**src/rtl/vga_dma_pkg.sv**
```systemverilog
// Shared types and default dimensions for the frame-buffer write address generator.
package vga_dma_pkg;

  typedef enum logic {
    IDLE = 1'b0,
    RUN  = 1'b1
  } state_e;

  typedef enum logic {
    AUTO  = 1'b0,
    FIXED = 1'b1
  } mode_e;

  localparam int DEF_IMG_W     = 256;
  localparam int DEF_IMG_H     = 256;
  localparam int DEF_FB_W      = 512;
  localparam int DEF_FB_H      = 256;
  localparam int DEF_NUM_SLOTS = 2;

  // $clog2 with a floor of one bit, so degenerate sizes still get a real vector.
  function automatic int clog2_min1(input int v);
    return (v > 1) ? $clog2(v) : 1;
  endfunction

endpackage

```
**src/rtl/vga_xy_cnt.sv**
```systemverilog
// Raster x/y counter for one image: flags the end of a row and the last pixel of the frame.
module vga_xy_cnt
  import vga_dma_pkg::*;
#(
  parameter int IMG_W = DEF_IMG_W,
  parameter int IMG_H = DEF_IMG_H
) (
  input  logic clk,
  input  logic rst_n,
  input  logic clr_i,
  input  logic adv_i,
  output logic row_end_o,
  output logic last_o
);

  localparam int XW = clog2_min1(IMG_W);
  localparam int YW = clog2_min1(IMG_H);

  logic [XW-1:0] x_q, x_d;
  logic [YW-1:0] y_q, y_d;

  assign row_end_o = (x_q == XW'(IMG_W - 1));
  assign last_o    = row_end_o && (y_q == YW'(IMG_H - 1));

  // Clear wins over advance: a restart discards the pixel position in the same cycle.
  always_comb begin
    x_d = x_q;
    y_d = y_q;
    if (clr_i) begin
      x_d = '0;
      y_d = '0;
    end else if (adv_i) begin
      if (!row_end_o) begin
        x_d = x_q + 1'b1;
      end else begin
        x_d = '0;
        y_d = last_o ? '0 : y_q + 1'b1;
      end
    end
  end

  always_ff @(posedge clk or negedge rst_n) begin
    if (!rst_n) begin
      x_q <= '0;
      y_q <= '0;
    end else begin
      x_q <= x_d;
      y_q <= y_d;
    end
  end

endmodule

```
**src/rtl/vga_wr_agen.sv**
```systemverilog
// Frame-buffer write address generator: maps a coprocessor pixel stream into one of
// several horizontally adjacent image slots, with AUTO round-robin or FIXED slot choice.
module vga_wr_agen
  import vga_dma_pkg::*;
#(
  parameter  int IMG_W     = DEF_IMG_W,
  parameter  int IMG_H     = DEF_IMG_H,
  parameter  int FB_W      = DEF_FB_W,
  parameter  int FB_H      = DEF_FB_H,
  parameter  int NUM_SLOTS = DEF_NUM_SLOTS,
  localparam int ADDR_W    = $clog2(FB_W * FB_H),
  localparam int SLOT_W    = clog2_min1(NUM_SLOTS)
) (
  input  logic              clk,
  input  logic              rst_n,
  input  logic              start,
  input  logic              mode,
  input  logic [SLOT_W-1:0] slot_sel,
  input  logic              slot_clr,
  input  logic              we_in,
  output logic [ADDR_W-1:0] waddr,
  output logic              we_out,
  output logic              busy,
  output logic              frame_done,
  output logic [SLOT_W-1:0] slot_cur,
  output logic              ovf
);

  state_e            state_q, state_d;
  mode_e             mode_q, mode_d;
  logic [ADDR_W-1:0] waddr_q, waddr_d;
  logic [SLOT_W-1:0] ptr_q, ptr_d;
  logic [SLOT_W-1:0] slot_cur_q, slot_cur_d;
  logic              done_q, done_d;
  logic              ovf_q, ovf_d;

  logic              row_end;
  logic              last_px;
  logic [SLOT_W-1:0] ptr_nx;
  logic [SLOT_W-1:0] sel_clamped;
  logic [SLOT_W-1:0] start_slot;

  assign we_out = we_in && (state_q == RUN);

  vga_xy_cnt #(
    .IMG_W (IMG_W),
    .IMG_H (IMG_H)
  ) u_xy (
    .clk       (clk),
    .rst_n     (rst_n),
    .clr_i     (start),
    .adv_i     (we_out),
    .row_end_o (row_end),
    .last_o    (last_px)
  );

  assign ptr_nx = (ptr_q == SLOT_W'(NUM_SLOTS - 1)) ? '0 : ptr_q + 1'b1;

  always_comb begin
    sel_clamped = slot_sel;
    if (int'(slot_sel) > NUM_SLOTS - 1) begin
      sel_clamped = SLOT_W'(NUM_SLOTS - 1);
    end
  end

  // Completion is resolved before start so a coincident start sees the advanced pointer.
  always_comb begin
    state_d    = state_q;
    mode_d     = mode_q;
    waddr_d    = waddr_q;
    ptr_d      = ptr_q;
    slot_cur_d = slot_cur_q;
    ovf_d      = ovf_q;
    done_d     = we_out && last_px;
    start_slot = '0;

    case (state_q)
      IDLE: begin
        if (we_in) begin
          ovf_d = 1'b1;
        end
      end
      RUN: begin
        if (we_out) begin
          if (last_px) begin
            state_d = IDLE;
            if (mode_q == AUTO) begin
              ptr_d = ptr_nx;
            end
          end else if (row_end) begin
            waddr_d = waddr_q + ADDR_W'(FB_W - IMG_W + 1);
          end else begin
            waddr_d = waddr_q + 1'b1;
          end
        end
      end
      default: state_d = IDLE;
    endcase

    if (slot_clr) begin
      ptr_d = '0;
    end

    if (start) begin
      start_slot = (mode_e'(mode) == FIXED) ? sel_clamped : ptr_d;
      state_d    = RUN;
      mode_d     = mode_e'(mode);
      waddr_d    = ADDR_W'(start_slot) * ADDR_W'(IMG_W);
      slot_cur_d = start_slot;
      ovf_d      = 1'b0;
    end
  end

  always_ff @(posedge clk or negedge rst_n) begin
    if (!rst_n) begin
      state_q    <= IDLE;
      mode_q     <= AUTO;
      waddr_q    <= '0;
      ptr_q      <= '0;
      slot_cur_q <= '0;
      done_q     <= 1'b0;
      ovf_q      <= 1'b0;
    end else begin
      state_q    <= state_d;
      mode_q     <= mode_d;
      waddr_q    <= waddr_d;
      ptr_q      <= ptr_d;
      slot_cur_q <= slot_cur_d;
      done_q     <= done_d;
      ovf_q      <= ovf_d;
    end
  end

  assign waddr      = waddr_q;
  assign busy       = (state_q == RUN);
  assign frame_done = done_q;
  assign slot_cur   = slot_cur_q;
  assign ovf        = ovf_q;

endmodule

```
**config.mk**
```make
export PLATFORM = sky130hd
export DESIGN_NAME = vga_wr_agen
export DESIGN_NICKNAME = d
export VERILOG_FILES = /design/src/rtl/vga_dma_pkg.sv /design/src/rtl/vga_xy_cnt.sv /design/src/rtl/vga_wr_agen.sv
export SDC_FILE = /design/constraint.sdc
export NUM_CORES = 1
export LEC_CHECK = 0
export ABC_AREA = 1
export CAP_MARGIN = 0
export CORE_UTILIZATION = 55
export CTS_CLUSTER_SIZE = 20
export DETAILED_ROUTE_END_ITERATION = 10
export PLACE_DENSITY_LB_ADDON = 0.05
export SYNTH_ARGS = -nofsm -noshare
export SYNTH_HDL_FRONTEND = slang
export SYNTH_SLANG_ARGS = --single-unit
```
**constraint.sdc**
```tcl
create_clock -name clk -period 2.63 [get_ports clk]
set_input_delay 0.3945 -clock clk [delete_from_list [all_inputs] [get_ports clk]]
set_output_delay 0.3945 -clock clk [all_outputs]
set_load 0.005 [all_outputs]
```
==> flow_summary.ini, run 1 <==
[setup_path]
crit_required_ns = 2.83
r2r_start = u_xy.x_q[0]$_DFFE_PN0P_
reg2reg_depth = 15
critical-path-max-stage-delay_ns = 0.42
crit_path_start_kind = flop
cpMostUsedCell = nand2_1
crit_type = reg2reg
path_delay_family = simple AND/OR/NAND/NOR gates
crit_buf_inv = 2
rrSetupSlack_ns = 0.34
endpoint_kind = flop
path_cells = ha_1, nand2_2, nor2_4, nand2_4, inv_1, ha_1, inv_1, nor3_2, nand2_1, nand2_1, nand2_2, nor2_2, nand2_1, o21ai_0, nor2_1
worst_path_max_delay_cell = dfrtp_1
r2r-end = waddr[13]$_DFFE_PN0P_
path_max_fanout = 5
arrival_ns = 2.48

[timing]
worstMarginPinSlew_ns = 0.868
clock.fmax_ghz = 0.438
skew_ns = 0.0110
slew_violations = 0
hold_violations = 0
fin_setup_tns_ns = 0
setup_viol = 0
post-route-min-period_ns = 2.29
rsz0062_at_grt = false
fin_crit_sh = 0.869
slew_headroom = 0.421

[place]
place_congestion = 0.827
placement.io_buffers = 28
hpwl_um = 3420
dpl.cell_count = 358

[power_and_ir_drop]
power-per-cell-area_nw_per_um2 = 468
p_leak_nw = 1.23
peakVddDrop_v = 0.000360

[cts]
cts_tree = built
clk_pin_slew_worst_paths_ns = 0.09
clock_path_buffers = 2
clkLatencyLatePin_ns = 0.30
cts.sinks = 39
cts_max_level = 2
post_cts_buffers = 0
cts_resized = 0
ctsRootBufferMaster = clkbuf_8
cts_hold_buf = 0
numCtsBuffers = 5

[job]
drv_cap = 0

[floorplan]
num_rows = 22
start_util = 0.590
core-area_um2 = 3770
io_pins = 29
dieHeight_um = 65.6
die-area_um2 = 4300
die_w_um = 65.6

[drt]
drtIter0Drc = 132
viasPerCell = 5.33
routedWlPerCell_um = 13.1
first_pass_iters = 4
drc = 0
postRouteAntennaNets = 0
num_vias = 1951
wirelength_um = 4780

[finish]
drive_above_1_share = 0.116
diodes = 0
syn_to_final_growth_pct = 19.9
utilization = 0.707
instances_no_fill = 366
final_nets = 328

[worst_hold_path]
min_path_type = in2async

[synthesis]
synth_nets = 295
synth_seq_area_share = 0.439
yosysWarnings = 0
synth_area_um2 = 2220
syn_avg_cell_area_um2 = 7.83
ys_seq_elements = 39
synth_cell_types = 33
syn_inst = 284

[global_route]
grt_busiest_layer = met2
met1_usage = 0.337
grt-ovfl-total = 0
grt_pass1_vias = 1883
grt.met3_usage = 0.0590
grt.met2_usage = 0.411
track_usage = 0.259
antenna_found_initial = 0
grt_pass1_wl_um = 8350
grt_max_degree = 40

[outcome]
status = finished, final reports clean
## stage by stage
step	cell area (um2)	hold slack, ns	total power, W	setup WS (ns)
global placement	2540	0.473	0.000732	0.476
detailed placement	2540	0.471	0.000734	0.363
CTS	2660	0.241	0.00126	0.335
finish	2670	0.195	0.00125	0.344
floorplan	2220	0.0989	0.000685	0.561
global route	2670	0.272	0.00129	0.0635
## where the power goes
part           switching (W)  internal (W)
clock               0.000237      0.000288
combinational      0.0000651     0.0000396
sequential        0.00000947      0.000609
total               0.000311      0.000937
## final cells by class
type                            instances  area, um2
Clock inverter                          3       47.5
Fill cell                             320       1110
Inverter                               48        185
Clock buffer                            5       68.8
Multi-Input combinational cell        192       1030
Sequential cell                        39        976
Tap cell                               48       60.1
Timing Repair Buffer                   31        298
## registers in the layout, summed over array words and instances (netlist names)
name / flops
waddr: 17
mode_q: 1
slot_cur: 1
ovf: 1
u_xy.y_q: 8
ptr_q: 1
u_xy.x_q: 8
frame_done: 1
busy: 1
## logic make-up (layout without fill, tap and decap cells)
family	after synthesis	after routing	share of synthesized area
flops	39	39	0.439
fa+ha+maj	4	4	0.0225
buf+inv	53	87	0.100
simple gates	138	138	0.300
xor+xnor	3	3	0.0118
mux	1	1	0.00450
compound gates	46	46	0.122
## per-layer routing
metal	vias up	part of all wire	wire length, um
met5	-	0	0
met4	0	0.015	70
met3	7	0.039	185
met2	37	0.46	2190
met1	932	0.49	2330
li1	975	-	-
## cells in the mapped netlist, drive strengths merged
cell	number	area share
nand3b	2	0.0068
clkinv	1	0.0039
nor2	37	0.078
buf	5	0.017
dfrtp	39	0.44
o41ai	1	0.0039
nand3	21	0.052
mux2i	1	0.0045
o21a	1	0.0034
a21oi	21	0.052
nor3	10	0.025
nand4	6	0.017
o21ai	20	0.050
o221ai	1	0.0039
o31ai	1	0.0056
and3	1	0.0028
xor2	3	0.012
o22ai	1	0.0028
ha	4	0.023
and2	1	0.0028
nand2	60	0.12
inv	47	0.079
## cell usage in the layout, fill, tap and decap left out, drive strengths merged
cell,n
nor2,37
clkdlybuf4s50,27
clkinv,2
buf,4
o41ai,1
mux2i,1
nand2,60
clkbuf,5
and3,1
nand3b,2
nand4,6
o22ai,1
o221ai,1
ha,4
nand3,21
dfrtp,39
o31ai,1
a21oi,21
o21ai,20
o21a,1
inv,48
and2,1
nor3,10
xor2,3
bufinv,1
## worst max-delay path by stage
stage,endpoint,slack [ns],start,cells after the start
2_1_floorplan,waddr[13]$_DFFE_PN0P_,0.56,u_xy.x_q[0]$_DFFE_PN0P_,15
3_3_place_gp,waddr[13]$_DFFE_PN0P_,0.48,u_xy.x_q[0]$_DFFE_PN0P_,15
3_5_place_dp,waddr[13]$_DFFE_PN0P_,0.36,u_xy.x_q[0]$_DFFE_PN0P_,15
4_1_cts,waddr[13]$_DFFE_PN0P_,0.33,u_xy.x_q[0]$_DFFE_PN0P_,15
5_1_grt,waddr[13]$_DFFE_PN0P_,0.06,u_xy.x_q[0]$_DFFE_PN0P_,15
6_report,waddr[13]$_DFFE_PN0P_,0.34,u_xy.x_q[0]$_DFFE_PN0P_,15
Note: power is estimated with default switching activity, not from simulation.
==> run 2: changes to the inputs <==
--- a/config.mk
+++ b/config.mk
@@ -11,6 +11,7 @@
 export CTS_CLUSTER_SIZE = 20
 export DETAILED_ROUTE_END_ITERATION = 10
 export PLACE_DENSITY_LB_ADDON = 0.05
+export REMOVE_ABC_BUFFERS = 1
 export SYNTH_ARGS = -nofsm -noshare
 export SYNTH_HDL_FRONTEND = slang
 export SYNTH_SLANG_ARGS = --single-unit
==> flow_summary.ini, run 2 (synthesized netlist as in run 1, its figures left out) <==
[outcome]
status = finished, final reports clean

[finish]
layout_commonest_cell = nand2_1
final_cell_mix = 53 x nand2_1, 45 x inv_1, 39 x dfrtp_1, 31 x nor2_1, 27 x clkdlybuf4s50_1
drive_above_1_share = 0.113
utilization = 0.706
final_area_um2 = 2660
largest_register_ffs = 17
diodes = 0
fill_cells = 297
final_nets = 328
syn_to_final_growth_pct = 19.7

[global_route]
grt_pass1_wl_um = 7830
track_usage = 0.243
antenna_found_initial = 0
grt_pass1_vias = 1804
grt_max_degree = 40
grt-ovfl-total = 0

[timing]
setup_viol = 0
holdWs_ns = 0.205
post-route-min-period_ns = 2.24
slew_headroom = 0.431
clock.fmax_ghz = 0.447
fin_crit_sh = 0.851
hold_violations = 0
skew_ns = 0.00772
fin_setup_tns_ns = 0
worstMarginPinSlew_ns = 0.853
setup_ws_ns = 0.393
rsz0062_at_grt = false
slew_violations = 0

[power_and_ir_drop]
power-per-cell-area_nw_per_um2 = 467
p_leak_nw = 1.23
peakVddDrop_v = 0.000367

[setup_path]
crit_type = reg2reg
reg2reg_depth = 15
crit_path_start_kind = flop
r2r_start = u_xy.x_q[0]$_DFFE_PN0P_
rrSetupSlack_ns = 0.39
r2r-end = waddr[13]$_DFFE_PN0P_
endpoint_kind = flop
path_max_fanout = 5
crit_required_ns = 2.82
arrival_ns = 2.43
crit_path_start = u_xy.x_q[0]$_DFFE_PN0P_

[floorplan]
num_rows = 22
dieHeight_um = 65.6
start_util = 0.590
die-area_um2 = 4300
core-area_um2 = 3770
io_pins = 29
die_w_um = 65.6

[drt]
drtIter0Drc = 80
first_pass_iters = 4
viasPerCell = 5.20
num_vias = 1902
routedWlPerCell_um = 12.3
postRouteAntennaNets = 0
wirelength_um = 4510
drc = 0

[place]
dpl-instance-area_um2 = 2540
place_congestion = 0.878
placement.io_buffers = 28
post-place-ws_ns = 0.403
hpwl_um = 3300

[cts]
cts_resized = 0
cts.sinks = 39
clk_pin_slew_worst_paths_ns = 0.08
clock_path_buffers = 2
ctsRootBufferMaster = clkbuf_8
cts_max_level = 2
post_cts_buffers = 0
cts_tree = built
clkLatencyLatePin_ns = 0.30
cts_hold_buf = 0
numCtsBuffers = 5

[worst_hold_path]
min_path_type = in2async

[job]
drv_cap = 0
==> run 2: worst max path at each step <==
stage / endpoint / cells past startpoint
6_report: waddr[13]$_DFFE_PN0P_ / 15
5_1_grt: waddr[13]$_DFFE_PN0P_ / 15
4_1_cts: waddr[13]$_DFFE_PN0P_ / 15
3_5_place_dp: waddr[13]$_DFFE_PN0P_ / 15
3_3_place_gp: waddr[13]$_DFFE_PN0P_ / 15
2_1_floorplan: waddr[13]$_DFFE_PN0P_ / 15
==> run 2: worst max-delay path: stages, from the launching register on <==
cell	delay (ns)
dfrtp_1	0.40
ha_1	0.23
nand2_2	0.10
nor2_4	0.05
nand2_4	0.11
inv_1	0.06
ha_1	0.30
inv_1	0.08
nor3_1	0.19
nand2_1	0.07
nand2_1	0.07
nand2_2	0.07
nor2_2	0.14
nand2_1	0.08
o21ai_0	0.15
nor2_1	0.05
==> run 2: layout make-up <==
| cell class | count | area [um2] | share of cell area |
|---|---|---|---|
| clock inverter | 2 | 35.0 | 0.0132 |
| inverter | 48 | 185 | 0.0696 |
| multi-input combinational | 192 | 1020 | 0.385 |
| sequential | 39 | 976 | 0.367 |
| timing repair buffer | 31 | 298 | 0.112 |
| tap | 48 | 60.1 | 0.0226 |
| clock buffer | 6 | 82.6 | 0.0310 |
==> run 2: metal layers <==
metal	track usage	up-vias	wire (um)
li1	-	976	-
met1	0.320	890	2230
met2	0.397	31	2070
met3	0.0521	5	152
met4	0.0815	0	56
met5	0	-	0
==> run 2: per-stage QoR <==
| stage | instances | power [W] |
|---|---|---|
| after floorplan | 279 | 0.000679 |
| after global placement | 358 | 0.000733 |
| after detailed placement | 358 | 0.000734 |
| after CTS | 366 | 0.00126 |
| after global routing | 366 | 0.00130 |
| final | 366 | 0.00124 |
==> run 2: report_power, final <==
group	total, W	switching (W)	internal, W
sequential	0.000618	0.00000847	0.000609
clock	0.000522	0.000215	0.000307
combinational	0.000103	0.0000638	0.0000395
total	0.00124	0.000287	0.000956
==> run 3: changes to the inputs <==
--- a/config.mk
+++ b/config.mk
@@ -8,6 +8,7 @@
 export ABC_AREA = 1
 export CAP_MARGIN = 0
 export CORE_UTILIZATION = 55
+export CTS_CLUSTER_DIAMETER = 50
 export CTS_CLUSTER_SIZE = 20
 export DETAILED_ROUTE_END_ITERATION = 10
 export PLACE_DENSITY_LB_ADDON = 0.05
@@ -15,3 +16,4 @@
 export SYNTH_ARGS = -nofsm -noshare
 export SYNTH_HDL_FRONTEND = slang
 export SYNTH_SLANG_ARGS = --single-unit
+export TNS_END_PERCENT = 50
==> results of run 3 <==
Final layout, timing and power as in run 2 (identical DEF).
